`config.mk`:
```
export PLATFORM = sky130hd
export DESIGN_NAME = fbuf_arbiter
export DESIGN_NICKNAME = d
export VERILOG_FILES = /design/src/rtl/chip8_fbuf_pkg.sv /design/src/rtl/fbuf_clear_seq.sv /design/src/rtl/fbuf_arbiter.sv
export SDC_FILE = /design/constraint.sdc
export NUM_CORES = 1
export LEC_CHECK = 0
export BUFFER_PORTS_ARGS = -buffer_cell sky130_fd_sc_hd__buf_2
export CORE_MARGIN = 2
export CORE_UTILIZATION = 45
export DETAILED_ROUTE_END_ITERATION = 10
export PLACE_DENSITY_LB_ADDON = 0.12
export SYNTH_ARGS = -nofsm -noshare
export SYNTH_HDL_FRONTEND = slang
export SYNTH_SLANG_ARGS = --single-unit
```
`constraint.sdc`:
```
create_clock -name clk -period 2.67 [get_ports clk]
set_clock_uncertainty 0.05 [all_clocks]
set_input_delay 0.267 -clock clk [delete_from_list [all_inputs] [get_ports clk]]
set_output_delay 0.267 -clock clk [all_outputs]
set_load 0.03 [all_outputs]
```
`src/rtl/chip8_fbuf_pkg.sv`:
```
// Shared types and sizes for the framebuffer arbiter and its clear sequencer.
package chip8_fbuf_pkg;

  localparam int FBUF_ADDR_W = 9;
  localparam int FBUF_DATA_W = 16;

  typedef enum logic [1:0] {
    OWN_NONE,
    OWN_DISP,
    OWN_CPU
  } owner_e;

  typedef enum logic {
    ST_IDLE,
    ST_CLEAR
  } clr_state_e;

endpackage

```
`src/rtl/fbuf_clear_seq.sv`:
```
// Screen-clear sequencer: walks every framebuffer word once, writing only in
// cycles the display leaves free.
//
//   state    | meaning
//   ST_IDLE  | no clear running, waiting for clr_start
//   ST_CLEAR | writing clr_cnt whenever slot_free, ignores clr_start
module fbuf_clear_seq
  import chip8_fbuf_pkg::*;
#(
  parameter int ADDR_W = FBUF_ADDR_W
) (
  input  logic              clk,
  input  logic              res_n,
  input  logic              clr_start,
  input  logic              slot_free,
  output logic              clr_busy,
  output logic              clr_done,
  output logic [ADDR_W-1:0] clr_addr,
  output logic              clr_we
);

  clr_state_e      state;
  logic [ADDR_W:0] clr_cnt;
  logic [ADDR_W:0] cnt_nxt;

  assign cnt_nxt  = clr_cnt + (ADDR_W + 1)'(1);
  assign clr_busy = (state == ST_CLEAR);
  assign clr_we   = clr_busy & slot_free;
  assign clr_addr = clr_cnt[ADDR_W-1:0];

  always_ff @(posedge clk or negedge res_n) begin
    if (!res_n) begin
      state    <= ST_IDLE;
      clr_cnt  <= '0;
      clr_done <= 1'b0;
    end else begin
      clr_done <= 1'b0;
      case (state)
        ST_IDLE: begin
          if (clr_start) begin
            state   <= ST_CLEAR;
            clr_cnt <= '0;
          end
        end
        ST_CLEAR: begin
          if (slot_free) begin
            // carry into the top bit means the last word was just written
            if (cnt_nxt[ADDR_W]) begin
              state    <= ST_IDLE;
              clr_cnt  <= '0;
              clr_done <= 1'b1;
            end else begin
              clr_cnt <= cnt_nxt;
            end
          end
        end
        default: state <= ST_IDLE;
      endcase
    end
  end

endmodule

```
`src/rtl/fbuf_arbiter.sv`:
```
// Single-port framebuffer arbiter: display > clear > CPU, with registered CPU
// read return two cycles after acceptance.
module fbuf_arbiter
  import chip8_fbuf_pkg::*;
#(
  parameter int                 ADDR_W    = FBUF_ADDR_W,
  parameter int                 DATA_W    = FBUF_DATA_W,
  parameter logic [DATA_W-1:0]  CLR_VALUE = '0
) (
  input  logic              clk,
  input  logic              res_n,
  input  logic              disp_req,
  input  logic [ADDR_W-1:0] disp_addr,
  output logic [DATA_W-1:0] disp_data,
  input  logic              cpu_req,
  input  logic              cpu_we,
  input  logic [ADDR_W-1:0] cpu_addr,
  input  logic [DATA_W-1:0] cpu_wdata,
  output logic              cpu_ready,
  output logic [DATA_W-1:0] cpu_rdata,
  output logic              cpu_rvalid,
  input  logic              clr_start,
  output logic              clr_busy,
  output logic              clr_done,
  output logic [ADDR_W-1:0] ram_addr,
  output logic              ram_we,
  output logic [DATA_W-1:0] ram_wdata,
  input  logic [DATA_W-1:0] ram_rdata
);

  logic              clr_we;
  logic [ADDR_W-1:0] clr_addr;
  logic              cpu_go;
  owner_e            owner;

  fbuf_clear_seq #(.ADDR_W(ADDR_W)) u_clear_seq (
    .clk       (clk),
    .res_n     (res_n),
    .clr_start (clr_start),
    .slot_free (!disp_req),
    .clr_busy  (clr_busy),
    .clr_done  (clr_done),
    .clr_addr  (clr_addr),
    .clr_we    (clr_we)
  );

  assign disp_data = ram_rdata;
  assign cpu_ready = !disp_req & !clr_busy & res_n;
  assign cpu_go    = cpu_req & cpu_ready;

  always_comb begin
    ram_addr  = disp_addr;
    ram_we    = 1'b0;
    ram_wdata = cpu_wdata;
    if (disp_req) begin
      ram_addr = disp_addr;
    end else if (clr_we) begin
      ram_addr  = clr_addr;
      ram_we    = 1'b1;
      ram_wdata = CLR_VALUE;
    end else if (cpu_go) begin
      ram_addr = cpu_addr;
      ram_we   = cpu_we;
    end
    ram_we = ram_we & res_n;
  end

  // owner tags the read issued this cycle; its data arrives next cycle
  always_ff @(posedge clk or negedge res_n) begin
    if (!res_n) begin
      owner      <= OWN_NONE;
      cpu_rdata  <= '0;
      cpu_rvalid <= 1'b0;
    end else begin
      if (disp_req)             owner <= OWN_DISP;
      else if (cpu_go && !cpu_we) owner <= OWN_CPU;
      else                      owner <= OWN_NONE;
      cpu_rvalid <= (owner == OWN_CPU);
      if (owner == OWN_CPU) cpu_rdata <= ram_rdata;
    end
  end

endmodule

```
==> flow_metrics.tcl <==
set metrics [dict create \
    synth_xor_area_share_pct 0 \
    antenna_found_initial 0 \
    synthTopCellsByArea "dfrtp_1 44%, buf_4 7.9%, mux2_2 7.9%" \
    period_share_pct 84.8 \
    path_cells "nand2b_1 -> o22ai_1 -> nor2_1 -> buf_2" \
    viasPerCell 5.05 \
    r2r_cells 4 \
    crit-reg2reg-capture "u_clear_seq.clr_cnt[7]" \
    wl_met2_mm 1.82 \
    overflow 0 \
    cts_setup_buffers 0 \
    vias 1630 \
    dp_hpwl_mm 3.08 \
    tightestPinTransition_ps 834 \
    yosys_warnings 0 \
    insertion_delay_ps 270 \
    core_mm2 0.00366 \
    yosys-top-cells-count "30 x dfrtp_1, 20 x nand2_1, 18 x buf_4, 17 x and2_1, 12 x mux2_2" \
    cpPeakStageDelay_ps 660 \
    synth.mux.area_fraction_pct 10.5 \
    routedWlPerCell_um 11.9 \
    dr.max_layer_used "met4" \
    die_area_mm2 0.00432 \
    fin_ws_ps 406 \
    cts_buffers 5 \
    min_period_ps 2260 \
    power_mw 1.20 \
    wl_met1_mm 1.61 \
    hold_end "owner[1]" \
    grt.total_usage_pct 18.2 \
    area_growth_pct 33.6 \
    synth_fa_ha_area_share_pct 0.730 \
    synth-main-ff-cell "dfrtp_1" \
    finalHoldViolCount 0 \
    drc 0 \
    min_path_type "in -> reg" \
    insertedDiodeCount 0 \
    synth_nets 230 \
    place_congestion 0.778 \
    ios 118 \
    slowest_stage "nand2b_1" \
    rr_startpoint "u_clear_seq.clr_busy" \
    cp_data_required_time_ps 2350 \
    final_layout_size_suffix_gt1_share_pct 52.0 \
    clkTransAtPathRegs_ps 60 \
    p_leak_nw 1.29 \
    status "finished clean" \
    cts.sinks 30 \
    synth-async-reset-ratio_pct 100 \
    path_max_fanout 29 \
    setup_tns_ps 0 \
    synth-seq-cells 30 \
    cts_tree "done" \
    grt_pass1_vias 1462 \
    end_kind "output port" \
    cap_violations 0 \
    drtIter0Drc 75 \
    start_kind "flip-flop" \
    synth-edff-count 0 \
    synthSimpleGateAreaFrac_pct 21.2 \
    max_slew_margin_pct 44.4 \
    die_w_um 65.7 \
    totalWireLength_mm 3.84 \
    antenna_left 0 \
    crit_arrival_ps 1950 \
    yosysUniqueCellTypes 38 \
    n_fill_cell 323 \
    hp-start "cpu_we" \
    clock_path_buffers 2 \
    rsz0062_at_grt "false" \
    finalSetupViolations 0 \
    layout.nets 332 \
    syn-cell-area_mm2 0.00171 \
    hold_depth 2 \
    max_freq_ghz 0.442 \
    peakVddDrop_v 0.000227 \
    met3_length_um 360 \
    port_buffers 117 \
    syn_inst 173 \
    clock-root-buffer "clkbuf_8" \
    synth_top_family_by_area "simple AND/OR/NAND/NOR gates" \
    first_pass_iters 4 \
    critical_path_class "reg -> out" \
    synth_compound_area_share_pct 13.2 \
    drv_slew 0 \
    synth_top_area_share_pct 43.8 \
    synth_seq_area_share_pct 43.8 \
    start_util_pct 46.8 \
    placementRows 22 \
    post-place-ws_ps 697 \
    grt_pass1_wl_mm 6.06 \
    die_h_um 65.7 \
    powerDensity_mw_per_mm2 525 \
    synthMostInstantiatedCell "dfrtp_1" \
    reg2reg_slack_ps 710 \
    grt_max_degree 32 \
    h-tree-depth 2 \
    avgSynthCellArea_um2 9.91 \
    synth_area_leader_cell "dfrtp_1" \
]
## kinds of logic after synthesis
kind of cell / Yosys count
compound gates: 33
simple gates: 66
fa+ha+maj: 1
mux: 16
buf+inv: 27
flops: 30
## through the flow
stage | utilization, % | instance area (um^2) | hold slack [ps] | cells
6_report | 62.5 | 2290 | 106 | 323
5_1_grt | 62.5 | 2290 | 107 | 323
4_1_cts | 62.5 | 2290 | 105 | 323
3_5_place_dp | 60.1 | 2200 | 291 | 315
3_3_place_gp | 60.1 | 2200 | 291 | 315
2_1_floorplan | - | 1710 | -78.6 | 173
## how the worst max path moves through the flow
stage	from	end	slack, ps	depth (start not counted)
3_3_place_gp	u_clear_seq.clr_busy	ram_addr[2]	720	4
3_5_place_dp	u_clear_seq.clr_busy	ram_addr[2]	700	4
6_report	u_clear_seq.clr_busy	ram_addr[2]	410	4
2_1_floorplan	u_clear_seq.clr_busy	ram_addr[0]	800	4
5_1_grt	u_clear_seq.clr_busy	ram_addr[2]	160	4
4_1_cts	u_clear_seq.clr_busy	ram_addr[2]	400	4
## layer usage
layer | global-route usage, % | vias up
met5 | 0 | -
met3 | 5.48 | 9
met1 | 20.2 | 729
met4 | 6.51 | 0
met2 | 32.4 | 92
li1 | - | 800
## placed cells by master, fill, tap and decap left out, types with 3 or more instances in the layout
| cell | count |
|---|---|
| nand3_1 | 3 |
| nand2_1 | 20 |
| dfrtp_1 | 30 |
| and2_1 | 17 |
| a22oi_1 | 6 |
| nor2b_1 | 5 |
| buf_2 | 117 |
| clkbuf_8 | 5 |
| o21ai_0 | 3 |
| a21oi_1 | 6 |
| a211oi_1 | 3 |
| nor2_1 | 8 |
| mux2_1 | 4 |
| mux2_2 | 12 |
| o22ai_1 | 3 |
## where the power goes
part,switching (mW),internal [mW]
logic,0.198,0.116
clock network,0.154,0.174
registers,0.0695,0.490
## final cells by class
class / count / area (um^2) / share of cell area, %
timing repair buffer: 120 / 611 / 26.7
multi-input combinational: 116 / 782 / 34.2
tap: 48 / 60.1 / 2.62
inverter: 2 / 7.51 / 0.328
clock inverter: 2 / 10.0 / 0.437
clock buffer: 5 / 68.8 / 3.01
sequential: 30 / 751 / 32.8
## repair_timing
item,CTS,global route
hold buffers,1,0
endpoints found under the hold margin,24,0
resized for setup,0,0
## critical path, delay by kind of cell (launching register included)
| family | cells | cell delay (ps) |
|---|---|---|
| compound gates | 1 | 190 |
| buf+inv | 1 | 200 |
| flops | 1 | 500 |
| simple gates | 2 | 790 |
## state kept, by name (all words and copies together) (netlist names)
register and count:
cpu_rdata 16, u_clear_seq.clr_cnt 9, owner 2, cpu_rvalid 1
u_clear_seq.clr_busy 1, u_clear_seq.clr_done 1
(Power assumes the default switching activity.)
